$ cat src/rtl/pwm_reg_write_arbiter.sv
// Round-robin write arbiter for the PWM config bank: requesters A/B write a shadow bank,
// committed to regs_out only on period_end so mid-period changes never glitch the PWM.
// Ports: a_/b_ valid/ready/addr/data write channels, period_end commit strobe,
// regs_out active bank, pending_any, commit_pulse and err_addr status pulses.
module pwm_reg_write_arbiter #(
  parameter int NUM_REGS = 5,
  parameter int ADDR_W   = 7,
  parameter int DATA_W   = 8
) (
  input  logic                         clk,
  input  logic                         rst,
  input  logic                         a_valid,
  output logic                         a_ready,
  input  logic [ADDR_W-1:0]            a_addr,
  input  logic [DATA_W-1:0]            a_data,
  input  logic                         b_valid,
  output logic                         b_ready,
  input  logic [ADDR_W-1:0]            b_addr,
  input  logic [DATA_W-1:0]            b_data,
  input  logic                         period_end,
  output logic [NUM_REGS*DATA_W-1:0]   regs_out,
  output logic                         pending_any,
  output logic                         commit_pulse,
  output logic                         err_addr
);

  // One extra bit so the range check never truncates NUM_REGS.
  localparam logic [ADDR_W:0] NREGS = (ADDR_W+1)'(NUM_REGS);

  logic                               prio_b;
  logic [NUM_REGS-1:0][DATA_W-1:0]    regs;
  logic [NUM_REGS-1:0][DATA_W-1:0]    pend;
  logic [NUM_REGS-1:0]                pbit;
  logic                               grant;
  logic                               in_range;
  logic [ADDR_W-1:0]                  waddr;
  logic [DATA_W-1:0]                  wdata;

  // prio_b set means B was not granted most recently and wins a tie.
  assign a_ready = !rst && a_valid && (!b_valid || !prio_b);
  assign b_ready = !rst && b_valid && (!a_valid || prio_b);

  assign grant    = a_ready | b_ready;
  assign waddr    = b_ready ? b_addr : a_addr;
  assign wdata    = b_ready ? b_data : a_data;
  assign in_range = {1'b0, waddr} < NREGS;

  assign regs_out    = regs;
  assign pending_any = |pbit;

  always_ff @(posedge clk) begin
    if (rst) begin
      prio_b       <= 1'b0;
      regs         <= '0;
      pend         <= '0;
      pbit         <= '0;
      commit_pulse <= 1'b0;
      err_addr     <= 1'b0;
    end else begin
      commit_pulse <= period_end && (|pbit);
      err_addr     <= grant && !in_range;
      if (a_ready)
        prio_b <= 1'b1;
      else if (b_ready)
        prio_b <= 1'b0;
      for (int i = 0; i < NUM_REGS; i++) begin
        if (period_end && pbit[i]) begin
          regs[i] <= pend[i];
          pbit[i] <= 1'b0;
        end
        // Later assignment wins: a write in the commit cycle stays pending.
        if (grant && in_range && waddr == ADDR_W'(i)) begin
          pend[i] <= wdata;
          pbit[i] <= 1'b1;
        end
      end
    end
  end

endmodule

$ cat config.mk
export PLATFORM = sky130hd
export DESIGN_NAME = pwm_reg_write_arbiter
export DESIGN_NICKNAME = d
export VERILOG_FILES = /design/src/rtl/pwm_reg_write_arbiter.sv
export SDC_FILE = /design/constraint.sdc
export NUM_CORES = 1
export LEC_CHECK = 0
export BUFFER_PORTS_ARGS = -buffer_cell sky130_fd_sc_hd__buf_2
export CAP_MARGIN = 5
export CORE_UTILIZATION = 45
export CTS_CLUSTER_DIAMETER = 60
export DETAILED_ROUTE_END_ITERATION = 8
export HOLD_SLACK_MARGIN = 0.03
export PLACE_DENSITY = 0.68
export SYNTH_ARGS = -nofsm -noshare
export SYNTH_HDL_FRONTEND = slang
export SYNTH_SLANG_ARGS = --single-unit
$ cat constraint.sdc
create_clock -name clk -period 4.4 [get_ports clk]
set_clock_uncertainty 0.15 [all_clocks]
set_input_delay 0.66 -clock clk [delete_from_list [all_inputs] [get_ports clk]]
set_output_delay 0.66 -clock clk [all_outputs]
set_load 0.02 [all_outputs]
== Word-level counts from Yosys, hierarchy flattened ==
Cells that the tools add are included.

* Register bits: 88
* Input bits: 35
* Output and inout port bits: 45
* Logic and storage cells: 70

* $lt $le $gt $ge: 1
* Equality and inequality tests: 4
* Multiplexer cells: 14
* Bitwise operators: 1
* Reductions and logical operators: 32

{| class="wikitable"
|+ Operator list
! kind !! count
|-
| 1-bit logical AND || 17
|-
| 7-bit by 2-bit == test with 1-bit output (second input constant) || 2
|-
| 1-bit 2-to-1 mux || 12
|-
| 2-bit nonzero test || 6
|-
| 8-bit 2-to-1 mux || 1
|-
| 7-bit by 1-bit == test with 1-bit output (second input constant) || 1
|-
| 7-bit by 3-bit == test with 1-bit output (second input constant) || 1
|-
| 7-bit logical NOT || 1
|-
| 7-bit by 3-bit < comparator with 1-bit output (second input constant) || 1
|-
| 7-bit 2-to-1 mux || 1
|-
| 1-bit logical NOT || 5
|-
| 5-bit OR reduction || 1
|-
| 1-bit logical OR || 2
|-
| 1-bit bitwise OR || 1
|}

== Logic depth before layout (Yosys ltp) ==
* Depth after elaboration: 8
* Gate-level depth with buffers: 6
* Depth with buffers taken out: 4

== Least setup slack after synthesis ==
OpenSTA, ideal clock, no wires.

* Path kind: input-to-reg
* Start: in b_addr[6]
* End: reg pend[16] (netlist name)
* Setup time: 0.072 ns
* Arrival time: 1.921 ns
* Required time: 4.178 ns
* Path slack: 2.258 ns
* Stages on the path: 5
* Path buffers: 1
* Cells stage by stage: or4_4 -> nor4_4 -> a32o_1 -> buf_6 -> mux2i_1

* Word-level cells in the longest chain between the ends: 4
* Elaborated cells on any way between the ends: 5
* Those cells by class: 1 x order compare; 1 x eq/ne; 1 x mux; 2 x reduce/logical

{| class="wikitable"
|+ Ends and longest elaborated chain
! what !! RTL line !! text
|-
| from (decl) || 18 || <nowiki>input logic [ADDR_W-1:0] b_addr,</nowiki>
|-
| 7-bit 2-to-1 mux * || 44 || <nowiki>assign waddr = b_ready ? b_addr : a_addr;</nowiki>
|-
| 7-bit by 3-bit < comparator with 1-bit output || 46 || <nowiki>assign in_range = {1'b0, waddr} < NREGS;</nowiki>
|-
| 1-bit logical AND || 72 || <nowiki>if (grant && in_range && waddr == ADDR_W'(i)) begin</nowiki>
|-
| 1-bit logical AND * || 72 ||
|-
| to (signal, indexed assignment) || 73 || <nowiki>pend[i] <= wdata;</nowiki>
|-
| to (decl) || 32 || <nowiki>logic [NUM_REGS-1:0][DATA_W-1:0] pend;</nowiki>
|}

Mark *: on every way between the ends. The rest lies on a longest branch, timed or not.
A chain may end at the register's enable or synchronous reset.

== Worst setup path in the final report ==
* Start: in rst
* End: out b_ready

* Word-level cells in the longest chain between the ends: 3

{| class="wikitable"
|+ Ends and longest elaborated chain
! what !! RTL line !! text
|-
| from (decl) || 11 || <nowiki>input logic rst,</nowiki>
|-
| 1-bit logical NOT || 41 || <nowiki>assign b_ready = !rst && b_valid && (!a_valid || prio_b);</nowiki>
|-
| 1-bit logical AND (2 in a row) || 41 ||
|-
| to (decl) || 17 || <nowiki>output logic b_ready,</nowiki>
|}

Every way passes these cells.

==> out/qor.yml <==
ys_ff_latch: 88
grt_max_degree: 56
netlist_top_cells_area: "dfxtp_1 49%, mux2i_1 11%, nand2b_1 7.6%, nand3_1 6.7%, a21oi_1 6.1%"
synth_fp_nets: 431
power_frac_clock_pct: 43.5
portBuffers: 79
leakage_nw: 1.78
antenna_cells: 0
postCtsResizedCells: 0
worst_setup_path_end_kind: "output pin"
synth_top_cell_by_area: "dfxtp_1"
drc: 0
fin_ws_ns: 1.83
synth.avg_cell_area_um2: 9.09
period_minus_slack_ns: 2.57
die_w_um: 91.5
synth_cell_type_count: 32
power_switching_mw: 0.347
synth_top_area_share_pct: 48.9
status: "completed"
ys_warn_count: 0
wl_um: 7970
r2r_end: "pbit[2]"
cp-start-kind: "input port"
worst_ep_arrival_time_ns: 1.76
coreArea_mm2: 0.00773
register_area_mm2: 0.00176
clk_latency_ns: 0.36
cts_root_buffer: "clkbuf_8"
postCtsSetupRepairBufs: 0
setup_violations: 0
dpl.hpwl_um: 5330
fin_area_mm2: 0.00427
switching_share_pct: 22.1
clockBufferDepth: 2
cts_buffers: 9
min_from: "regs_out[37]"
dr.first_iter.drc_count: 160
fmax_ghz: 0.390
pwr-share-comb_pct: 5.7
r2r-start: "prio_b"
multi_input_area_mm2: 0.00169
seq_area_frac_synth_pct: 48.9
peakVddDrop_v: 0.000381
grt_pass1_wl_um: 12900
worstPathRequired_ns: 3.59
ys_dominant_reg_cell: "dfxtp_1"
cts_hold_buf: 0
place_ws_ns: 1.76
area_growth_pct: 18.7
wl_per_cell_um: 14.0
finalPower_mw: 1.57
synth_edf_count: 0
fp.dieH_um: 91.5
timing.hold.ws_ns: 0.304
gp_congestion: 0.838
vias_per_cell: 5.15
h-tree-depth: 3
reg2reg_setup_slack_ns: 2.39
cts_tree: "yes"
cts.sinks: 88
syn_inst: 396
yosysMostFrequentCell: "dfxtp_1"
hold_path_end: "regs_out[37]"
die_area_mm2: 0.00836
hold_viol: 0
syn_area_mm2: 0.00360
drv_slew: 0
async_flop_share_pct: 0
yosys-top-cells-count: "88 x dfxtp_1, 48 x nand2_1, 48 x nand3_1"
path_clk_slew_ns: 0.08
reg2reg_depth: 4
hold_class: "register to register"
grt_pass1_vias: 2702
start_util_pct: 46.6
grt_antenna_before_repair: 0
min_path_cells: 2
grt_overflow_total: 0
drive_above_1_share_pct: 22.1
finalSetupTns_ns: 0
path_class: "input port to output pin"
via_count: 2923
design.portCount: 80
fillers: 714
place_area_mm2: 0.00402
p_int_mw: 1.23
maxSlewHeadroom_pct: 42.2
fin_nets: 496
cp_max_fo: 45
rsz0062_at_grt: "false"
powerDensity_mw_per_mm2: 368
fin_crit_sh_pct: 58.3
firstDrtPassIters: 4
tightest_slew_ns: 0.867
cap_violations: 0
track_usage_pct: 19.6
ant_nets: 0
rows: 32
power_frac_seq_pct: 50.9
-- cells by family after synthesis --
group / Yosys count / synth area share (%)
AND/OR/NAND/NOR: 163 / 23.8
buffers and inverters: 33 / 4.34
AO/OA/AOI/OAI: 72 / 11.8
flip-flops: 88 / 48.9
multiplexers: 40 / 11.1
-- state kept, by name, summed over array words and instances, names as in the netlist --
name          flops
pbit              5
commit_pulse      1
regs_out         40
err_addr          1
pend             40
prio_b            1
-- cell usage in the layout (no fill, tap or decap), types with 2 or more instances in the layout --
| cell | synthesis | layout |
|---|---|---|
| dfxtp_1 | 88 | 88 |
| buf_2 | 2 | 79 |
| nand2_1 | 48 | 48 |
| nand3_1 | 48 | 48 |
| nand2b_1 | 44 | 44 |
| a21oi_1 | 44 | 44 |
| mux2i_1 | 40 | 40 |
| clkbuf_8 | 0 | 10 |
| a21o_1 | 9 | 9 |
| nor2_1 | 9 | 9 |
| o21ai_0 | 9 | 9 |
| nor2b_1 | 5 | 5 |
| inv_1 | 4 | 4 |
| buf_4 | 2 | 4 |
| o21ba_1 | 3 | 3 |
| bufinv_16 | 0 | 3 |
| clkinv_4 | 0 | 3 |
| a32o_1 | 2 | 2 |
-- power groups by stage --
stage	sequential (mW)	clock, mW	combinational (mW)
after global routing	0.800	0.730	0.0968
after detailed placement	0.819	0	0.0890
final	0.800	0.683	0.0893
after global placement	0.818	0	0.0875
after CTS	0.800	0.701	0.0891
after floorplan	0.819	0	0.0541
-- stage by stage --
step / util (%) / cells
detailed placement: 52.0 / 552
global placement: 52.0 / 552
finish: 55.3 / 568
floorplan: - / 396
global route: 55.3 / 568
CTS: 55.3 / 568
-- routing by layer --
| layer | GRT usage (%) | vias up | share of wire (%) |
|---|---|---|---|
| li1 | - | 1481 | - |
| met5 | 0 | - | 0 |
| met1 | 24.7 | 1371 | 47 |
| met3 | 5.53 | 10 | 3.6 |
| met4 | 5.95 | 0 | 1.2 |
| met2 | 32.5 | 61 | 48 |
-- how the worst max path moves through the flow --
stage / start / to / slack [ns]
CTS: rst / b_ready / 1.86
global placement: rst / pend[16] / 1.82
floorplan: b_addr[6] / pend[16] / 2.26
detailed placement: rst / pend[30] / 1.76
finish: rst / b_ready / 1.83
global route: rst / b_ready / 1.79
-- critical path, cell delays in order --
cell	delay, ns
buf_2	0.54
nand2b_1	0.27
nor2_1	0.06
buf_2	0.19
-- cell type report --
class,instances,area share (%)
Timing Repair Buffer,83,9.95
Multi-Input combinational cell,275,39.5
Inverter,4,0.351
Sequential cell,88,41.2
Clock inverter,6,2.72
Tap cell,102,2.99
Clock buffer,10,3.22
Power figures use the tool's default switching activity.
